**src/rtl/bs_drvr_fifo.sv**
```systemverilog
// Per-driver ingress queue in front of the bus generator: device pushes packets,
// bus sees the head word fall-through on D_pop and dequeues with pop.
module bs_drvr_fifo #(
    parameter int         PCKG_SZ   = 128,
    parameter int         DEPTH     = 16,
    parameter logic [7:0] DRVR_ID   = 8'd0,
    parameter bit         STAMP_SRC = 1'b0
) (
    input  logic                     clk,
    input  logic                     reset,
    input  logic                     push,
    input  logic [PCKG_SZ-1:0]       D_in,
    output logic                     full,
    input  logic                     pop,
    output logic [PCKG_SZ-1:0]       D_pop,
    output logic                     pndng,
    output logic [$clog2(DEPTH):0]   count,
    output logic                     overflow,
    output logic                     underflow,
    input  logic                     clr_err
);

    localparam int PW = $clog2(DEPTH);
    localparam int CW = PW + 1;

    logic [PCKG_SZ-1:0] mem_q [DEPTH];
    logic [PW-1:0]      rd_ptr_q, rd_ptr_d;
    logic [PW-1:0]      wr_ptr_q, wr_ptr_d;
    logic [CW-1:0]      count_q, count_d;
    logic               overflow_q, overflow_d;
    logic               underflow_q, underflow_d;
    logic               pndng_s, full_s, pop_eff_s, push_eff_s;
    logic [PCKG_SZ-1:0] wr_data_s;

    // Pointer advance with wrap at DEPTH, which need not be a power of two.
    function automatic logic [PW-1:0] nxt_ptr(input logic [PW-1:0] p);
        return (p == PW'(DEPTH - 1)) ? {PW{1'b0}} : p + PW'(1);
    endfunction

    // Occupancy flags, effective handshakes and optional source stamping.
    always_comb begin
        pndng_s    = (count_q != {CW{1'b0}});
        full_s     = (count_q == CW'(DEPTH));
        pop_eff_s  = pop & pndng_s;
        push_eff_s = push & (~full_s | pop_eff_s);
        if (STAMP_SRC) begin
            wr_data_s = {D_in[PCKG_SZ-1 -: 8], DRVR_ID, D_in[PCKG_SZ-17:0]};
        end else begin
            wr_data_s = D_in;
        end
    end

    // Next-state for pointers, occupancy and sticky error flags.
    always_comb begin
        rd_ptr_d = pop_eff_s  ? nxt_ptr(rd_ptr_q) : rd_ptr_q;
        wr_ptr_d = push_eff_s ? nxt_ptr(wr_ptr_q) : wr_ptr_q;
        case ({push_eff_s, pop_eff_s})
            2'b10:   count_d = count_q + CW'(1);
            2'b01:   count_d = count_q - CW'(1);
            default: count_d = count_q;
        endcase
        // A new error in the same cycle as clr_err keeps the flag set.
        overflow_d  = (push & ~push_eff_s) | (overflow_q & ~clr_err);
        underflow_d = (pop & ~pndng_s) | (underflow_q & ~clr_err);
    end

    // Control state registers.
    always_ff @(posedge clk or negedge reset) begin
        if (!reset) begin
            rd_ptr_q    <= {PW{1'b0}};
            wr_ptr_q    <= {PW{1'b0}};
            count_q     <= {CW{1'b0}};
            overflow_q  <= 1'b0;
            underflow_q <= 1'b0;
        end else begin
            rd_ptr_q    <= rd_ptr_d;
            wr_ptr_q    <= wr_ptr_d;
            count_q     <= count_d;
            overflow_q  <= overflow_d;
            underflow_q <= underflow_d;
        end
    end

    // Storage array; left uncleared by reset since pndng masks stale words.
    always_ff @(posedge clk) begin
        if (push_eff_s) begin
            mem_q[wr_ptr_q] <= wr_data_s;
        end
    end

    assign full      = full_s;
    assign pndng     = pndng_s;
    assign count     = count_q;
    assign overflow  = overflow_q;
    assign underflow = underflow_q;
    assign D_pop     = pndng_s ? mem_q[rd_ptr_q] : {PCKG_SZ{1'b0}};

endmodule
```
**config.mk**
```make
export PLATFORM = sky130hd
export DESIGN_NAME = bs_drvr_fifo
export DESIGN_NICKNAME = d
export VERILOG_FILES = /design/src/rtl/bs_drvr_fifo.sv
export SDC_FILE = /design/constraint.sdc
export NUM_CORES = 2
export LEC_CHECK = 0
export BUFFER_PORTS_ARGS = -buffer_cell sky130_fd_sc_hd__buf_4
export CAP_MARGIN = 20
export CORE_ASPECT_RATIO = 0.9
export CORE_UTILIZATION = 35
export CTS_CLUSTER_SIZE = 28
export DETAILED_ROUTE_END_ITERATION = 12
export GPL_ROUTABILITY_DRIVEN = 0
export PLACE_DENSITY = 0.61
export SYNTH_ARGS = -nofsm -noshare
export SYNTH_HDL_FRONTEND = slang
export SYNTH_SLANG_ARGS = --single-unit
```
**constraint.sdc**
```tcl
create_clock -name clk -period 27.8 [get_ports clk]
set_clock_uncertainty 0.15 [all_clocks]
set_input_delay 4.17 -clock clk [delete_from_list [all_inputs] [get_ports clk]]
set_output_delay 4.17 -clock clk [all_outputs]
set_load 0.02 [all_outputs]
```
* Yosys cells after proc, flatten, opt, wreduce, memory -nomap -nowiden
Memories as Yosys holds them, arrays and structs flattened.
Cells that the tools add are included.
** Storage, ports and cells
- Flip-flop bits (word level) :: 15
- Bits in writable memories :: 2048
- Output and inout bits :: 137
- Logic and storage cells :: 36
- Memories kept :: 1
** Operators by class
- $add $sub $neg :: 4
- Equality and inequality tests :: 5
- Multiplexer cells :: 6
- Bitwise gates (word level) :: 13
- Reduce and logical (&&, ||, !) cells :: 2
** Memories
- mem_q :: depth 16, bits a word 128, rd ports 1, clocked after Yosys merged registers in 0, wr ports 1, RTL line 26 : logic [PCKG_SZ-1:0] mem_q [DEPTH];
** Operators by type and width (count)
- two-way mux 128 bit :: 1
- one-hot mux 5 bit (2 select lines) :: 1
- adder 4 x 1 -> 4 bit, second input constant :: 2
- equality test 4 bit, second input constant :: 2
- two-way mux 4 bit :: 2
- bitwise AND 1 bit :: 6
- adder 5 x 1 -> 5 bit, second input constant :: 1
- equality test 5 bit, second input constant :: 1
- nonzero test 5 bit :: 1
- subtractor 5 x 1 -> 5 bit, second input constant :: 1
- inverter 1 bit :: 4
- OR 1 bit :: 3
- equality test 2 x 1 -> 1 bit, second input constant :: 1
- equality test 2 bit, second input constant :: 1
- two-way mux 1 bit :: 2
- nonzero test 2 bit :: 1

* Depth between registers and ports, before layout
- Word-level depth :: 7
- Mapped depth :: 12
- Gate-level depth less buffers :: 10

* Worst setup path after synthesis
OpenSTA, ideal clock, no wires.
- Path kind :: input port to flip-flop
- Start point :: in pop
- End point :: mem mem_q[0][0] (enable)
- Setup time :: 0.772 ns
- Arrival time :: 13.224 ns
- Setup slack :: 13.653 ns
- Cell stages on the path :: 4
- Cell sequence :: o31a_1 > buf_2 > nand2_1 > nor3_1
** Between the ends
- Longest elaborated chain between the ends :: 5
** Ends and longest elaborated chain
- from (decl) :: RTL line 14 : input logic pop,
- bitwise AND 1 bit :: RTL line 44 : pop_eff_s = pop & pndng_s;
- OR 1 bit :: RTL line 45 : push_eff_s = push & (~full_s | pop_eff_s);
- bitwise AND 1 bit :: RTL line 45
- two-way mux 1 bit :: RTL line 86 : if (push_eff_s) begin
- two-way mux 1 bit (not written as such) :: RTL line 87 : mem_q[wr_ptr_q] <= wr_data_s;
- to (decl) :: RTL line 26
No other way between the ends.

* Worst setup path after layout
- Start point :: reg rd_ptr_q[1]
- End point :: out D_pop[19]
** Between the ends
- Longest elaborated chain between the ends :: 2
** Ends and longest elaborated chain
- from (decl) :: RTL line 27 : logic [PW-1:0] rd_ptr_q, rd_ptr_d;
- from (signal assigned) :: RTL line 70 : rd_ptr_q <= {PW{1'b0}};
- from (signal assigned) :: RTL line 76 : rd_ptr_q <= rd_ptr_d;
- memory (16 x 128 bit)
- two-way mux 128 bit :: RTL line 96 : assign D_pop = pndng_s ? mem_q[rd_ptr_q] : {PCKG_SZ{1'b0}};
- to (decl) :: RTL line 15 : output logic [PCKG_SZ-1:0] D_pop,
No other way between the ends.

==> flow_summary.rst <==
.. list-table::
   :header-rows: 1

   * - Metric
     - Value
   * - Buffers plus inverters on the worst setup path
     - 5
   * - Clock Root Buffer
     - sky130_fd_sc_hd__clkbuf_16
   * - Clock tree sinks
     - 2063
   * - Library cell contributing the largest single delay on the critical path
     - sky130_fd_sc_hd__dfrtp_4
   * - Distinct cells, synth
     - 46
   * - GRT Util Overall
     - 17.2%
   * - Std-Cell Core Area
     - 0.225 sq mm
   * - Number of maximum-capacitance constraint violations
     - 0
   * - Peak per-stage delay on the critical path
     - 0.86 ns
   * - Sequential element share of the synthesized area
     - 78.3%
   * - Fraction of final layout cells sized beyond drive strength 1
     - 30.2%
   * - Pwr/cell area
     - 102 mW/mm^2
   * - Number of cell rows
     - 165
   * - Post-CTS Repair Setup Buffers
     - 0
   * - Setup repair after global routing missed its margin
     - false
   * - Floorplan die height
     - 453 um
   * - Synth-to-layout area growth
     - 15.3%
   * - Combinational share of power
     - 29.2%
   * - Initial standard-cell utilization of the core
     - 35.2%
   * - FF+latch count, synth
     - 2063
   * - Maximum vdd ir drop
     - 0.0000848 V
   * - Nets
     - 3885
   * - CTS H-tree lvls
     - 4
   * - R2R depth
     - 6
   * - Part of the power in registers
     - 40.9%
   * - Final hold slack
     - 0.344 ns
   * - Largest buffer count on any clock path
     - 3
   * - Result of the run
     - completed
   * - Capture point of the worst reg-to-reg path
     - mem_q[9][4]
   * - Number of remaining DRC errors
     - 0
   * - Internal power component
     - 6.40 mW
   * - Worst Path Required
     - 23.48 ns
   * - Final Cycle Share
     - 38.1%
   * - Setup TNS after final layout
     - 0 ns
   * - Static leakage
     - 28.4 nW
   * - Clock tree from TritonCTS
     - done
   * - Worst-Skew Late Latency
     - 0.84 ns
   * - Top achievable clock speed
     - 94.4 MHz
   * - Pin count of the biggest net entering global routing
     - 103
   * - Clock transition at the registers of the reported paths
     - 0.06 ns
   * - Half-perimeter wire length after placement
     - 98.5 mm
   * - Mean routed wirelength per cell
     - 28.4 um
   * - Final core utilization
     - 40.6%
   * - Max-Slew Margin vs Limit
     - 27.5%
   * - Synthesized area per cell
     - 23.2 sq um
   * - Part of the total power dissipated in the clock network
     - 29.9%
   * - Number of port buffers
     - 269
   * - Clock period minus final worst setup slack
     - 10.59 ns
   * - Cell repeated most along the worst path
     - sky130_fd_sc_hd__buf_4
   * - Pin slew with the least headroom to its limit
     - 1.09 ns
   * - Final hold viol count
     - 0
   * - Filler cells
     - 19.7k
   * - Number of iterations in the first detailed-routing pass
     - 7
   * - Launch point of the worst hold path
     - overflow
   * - Global-route wire length before repair
     - 281 mm
   * - Overflow left after global routing
     - 0
   * - Cell-by-cell trace of the critical path
     - buf_4 > buf_4 > buf_4 > buf_4 > mux4_2 > mux2i_1 > o311ai_1 > buf_4
   * - Worst hold path type
     - flop to flop
   * - Data arrival, critical path
     - 6.27 ns
   * - Warning count from the yosys run
     - 0
   * - Power consumption
     - 9.27 mW
   * - Post-Synthesis Cell Area
     - 0.0791 sq mm
   * - Boundary Pins
     - 270
   * - Synthesized net count
     - 3547
   * - Number of design-rule violations left by the first detailed-router iteration
     - 3578
   * - Switch Pwr
     - 2.88 mW
   * - Resize count post-CTS
     - 0
   * - Number of antenna violations at the first check in global routing
     - 20
   * - Sort of element at the start of the critical path
     - flop
   * - Most used flip-flop cell after synthesis
     - sky130_fd_sc_hd__edfxtp_1
   * - Final ANT Viol Nets
     - 0
   * - Worst r2r src
     - count[1]
   * - Die span in x
     - 503 um
   * - Endpoint of the worst hold path
     - overflow
   * - Slack of the worst reg-to-reg path
     - 23.18 ns
   * - Total wire length after detailed routing
     - 196 mm
   * - Die Area
     - 0.228 sq mm
   * - Crit path kind
     - flop to primary output
   * - Placement-stage worst setup slack
     - 17.90 ns
   * - Switch share
     - 31.0%
   * - Number of enable flip-flop cells after synthesis
     - 2048
   * - Critical path's top delay family
     - buffers and inverters
   * - Setup slack of the critical path after layout
     - 17.21 ns
   * - Post-synth ARST share
     - 0.727%
   * - Endpoints failing setup
     - 0
   * - Cell count after synthesis
     - 3405
   * - CTS Hold Buffers Added
     - 0
   * - Clock buffers created by TritonCTS
     - 204
   * - Via-per-instance ratio
     - 5.40
   * - Setup crit end kind
     - primary output
   * - Number of pins exceeding their max-slew limit in the final report
     - 0
   * - Vias in the first global route
     - 38.5k
   * - Number of cells on the worst hold path
     - 1
   * - DR vias
     - 37.4k
   * - Crit-path max FO
     - 55
==> metal layers <==
metal  routed length [um]  track usage (%)  part of all wire [%]
met5                   94                0                 0.048
met4                 4720             4.98                   2.4
met3                11900             3.17                   6.1
met2                95700             27.6                    49
met1                84000             23.9                    43
==> sequential cells by signal (all words and copies together), names as in the netlist <==
register	count
mem_q	2048
count	5
wr_ptr_q	4
rd_ptr_q	4
underflow	1
overflow	1
==> area by class of cell <==
| type | instances | area, sq um | share of cell area (%) |
|---|---|---|---|
| Sequential cell | 2063 | 61900 | 67.9 |
| Multi-Input combinational cell | 1116 | 16000 | 17.5 |
| Clock buffer | 239 | 5240 | 5.74 |
| Tap cell | 3006 | 3760 | 4.13 |
| Timing Repair Buffer | 350 | 2750 | 3.01 |
| Clock inverter | 129 | 1510 | 1.65 |
| Inverter | 8 | 37.5 | 0.0412 |
| Antenna cell | 5 | 12.5 | 0.0137 |
==> power groups by stage <==
stage	sequential (mW)	clock [mW]	combinational, mW
final	3.80	2.77	2.70
after global routing	3.82	2.94	2.88
after CTS	3.80	2.83	2.77
after detailed placement	3.86	0	2.77
after global placement	3.85	0	2.76
after floorplan	3.85	0	1.80
==> worst max-delay path by stage <==
stage                start  cells past startpoint     endpoint
3_3_place_gp   rd_ptr_q[1]                      8    D_pop[13]
6_report       rd_ptr_q[1]                      8    D_pop[19]
3_5_place_dp   rd_ptr_q[1]                      8    D_pop[19]
5_1_grt        rd_ptr_q[1]                      8    D_pop[19]
2_1_floorplan          pop                      4  mem_q[0][0]
4_1_cts        rd_ptr_q[1]                      8    D_pop[19]
==> Yosys cell counts (2+ instances only) <==
cell / n / area share [%]
sky130_fd_sc_hd__mux4_2: 512 / 15
sky130_fd_sc_hd__buf_6: 24 / 0.34
sky130_fd_sc_hd__nand3_1: 258 / 1.6
sky130_fd_sc_hd__nor3_1: 4 / 0.025
sky130_fd_sc_hd__buf_2: 91 / 0.58
sky130_fd_sc_hd__inv_2: 2 / 0.0095
sky130_fd_sc_hd__a22o_1: 2 / 0.022
sky130_fd_sc_hd__and2_1: 2 / 0.016
sky130_fd_sc_hd__nor2b_1: 4 / 0.032
sky130_fd_sc_hd__edfxtp_1: 2048 / 78
sky130_fd_sc_hd__a211oi_1: 3 / 0.028
sky130_fd_sc_hd__o21ai_0: 10 / 0.063
sky130_fd_sc_hd__ha_1: 9 / 0.14
sky130_fd_sc_hd__nor2_1: 17 / 0.081
sky130_fd_sc_hd__xnor2_1: 3 / 0.033
sky130_fd_sc_hd__clkbuf_4: 5 / 0.047
sky130_fd_sc_hd__inv_1: 6 / 0.028
sky130_fd_sc_hd__a21o_1: 2 / 0.019
sky130_fd_sc_hd__nand2_1: 7 / 0.033
sky130_fd_sc_hd__mux2i_1: 128 / 1.6
sky130_fd_sc_hd__buf_1: 10 / 0.047
sky130_fd_sc_hd__clkbuf_1: 37 / 0.18
sky130_fd_sc_hd__buf_4: 51 / 0.48
sky130_fd_sc_hd__a21oi_1: 2 / 0.013
sky130_fd_sc_hd__xor2_1: 3 / 0.033
sky130_fd_sc_hd__mux2_2: 2 / 0.028
sky130_fd_sc_hd__nand2b_1: 4 / 0.032
sky130_fd_sc_hd__dfrtp_1: 15 / 0.47
sky130_fd_sc_hd__o311ai_1: 127 / 1.4
==> layout by cell type (no fill, tap or decap), drive strengths merged, types with 2 or more instances in the layout <==
cell type | netlist | final
edfxtp | 2048 | 2048
mux4 | 512 | 512
buf | 176 | 350
nand3 | 258 | 258
clkbuf | 42 | 239
mux2i | 128 | 128
o311ai | 127 | 127
clkinv | 0 | 92
bufinv | 0 | 24
nor2 | 18 | 18
dfrtp | 15 | 15
inv | 8 | 14
o21ai | 11 | 11
ha | 9 | 9
nand2 | 8 | 8
clkinvlp | 0 | 7
diode | 0 | 5
nand2b | 4 | 4
nor3 | 4 | 4
nor2b | 4 | 4
a211oi | 3 | 3
xor2 | 3 | 3
xnor2 | 3 | 3
a22o | 2 | 2
mux2 | 2 | 2
a21o | 2 | 2
a21oi | 2 | 2
or4 | 2 | 2
and2 | 2 | 2
==> metrics by stage <==
| step | instances | cell area [sq um] |
|---|---|---|
| 3_5_place_dp | 6543 | 84400 |
| 6_report | 6916 | 91100 |
| 5_1_grt | 6916 | 91100 |
| 4_1_cts | 6911 | 91100 |
| 3_3_place_gp | 6542 | 84400 |
| 2_1_floorplan | 3405 | 79100 |
==> cells by family after synthesis <==
logic type | after synthesis | synth area share, %
AOI/OAI and AO/OA | 155 | 1.65
xor gates and xnor gates | 6 | 0.0665
DFF | 2063 | 78.3
muxes | 642 | 16.2
buffers and inverters | 226 | 1.71
and+or+nand+nor | 304 | 1.94
adders and majority gates | 9 | 0.142
Note: power is estimated with default switching activity, not from simulation.
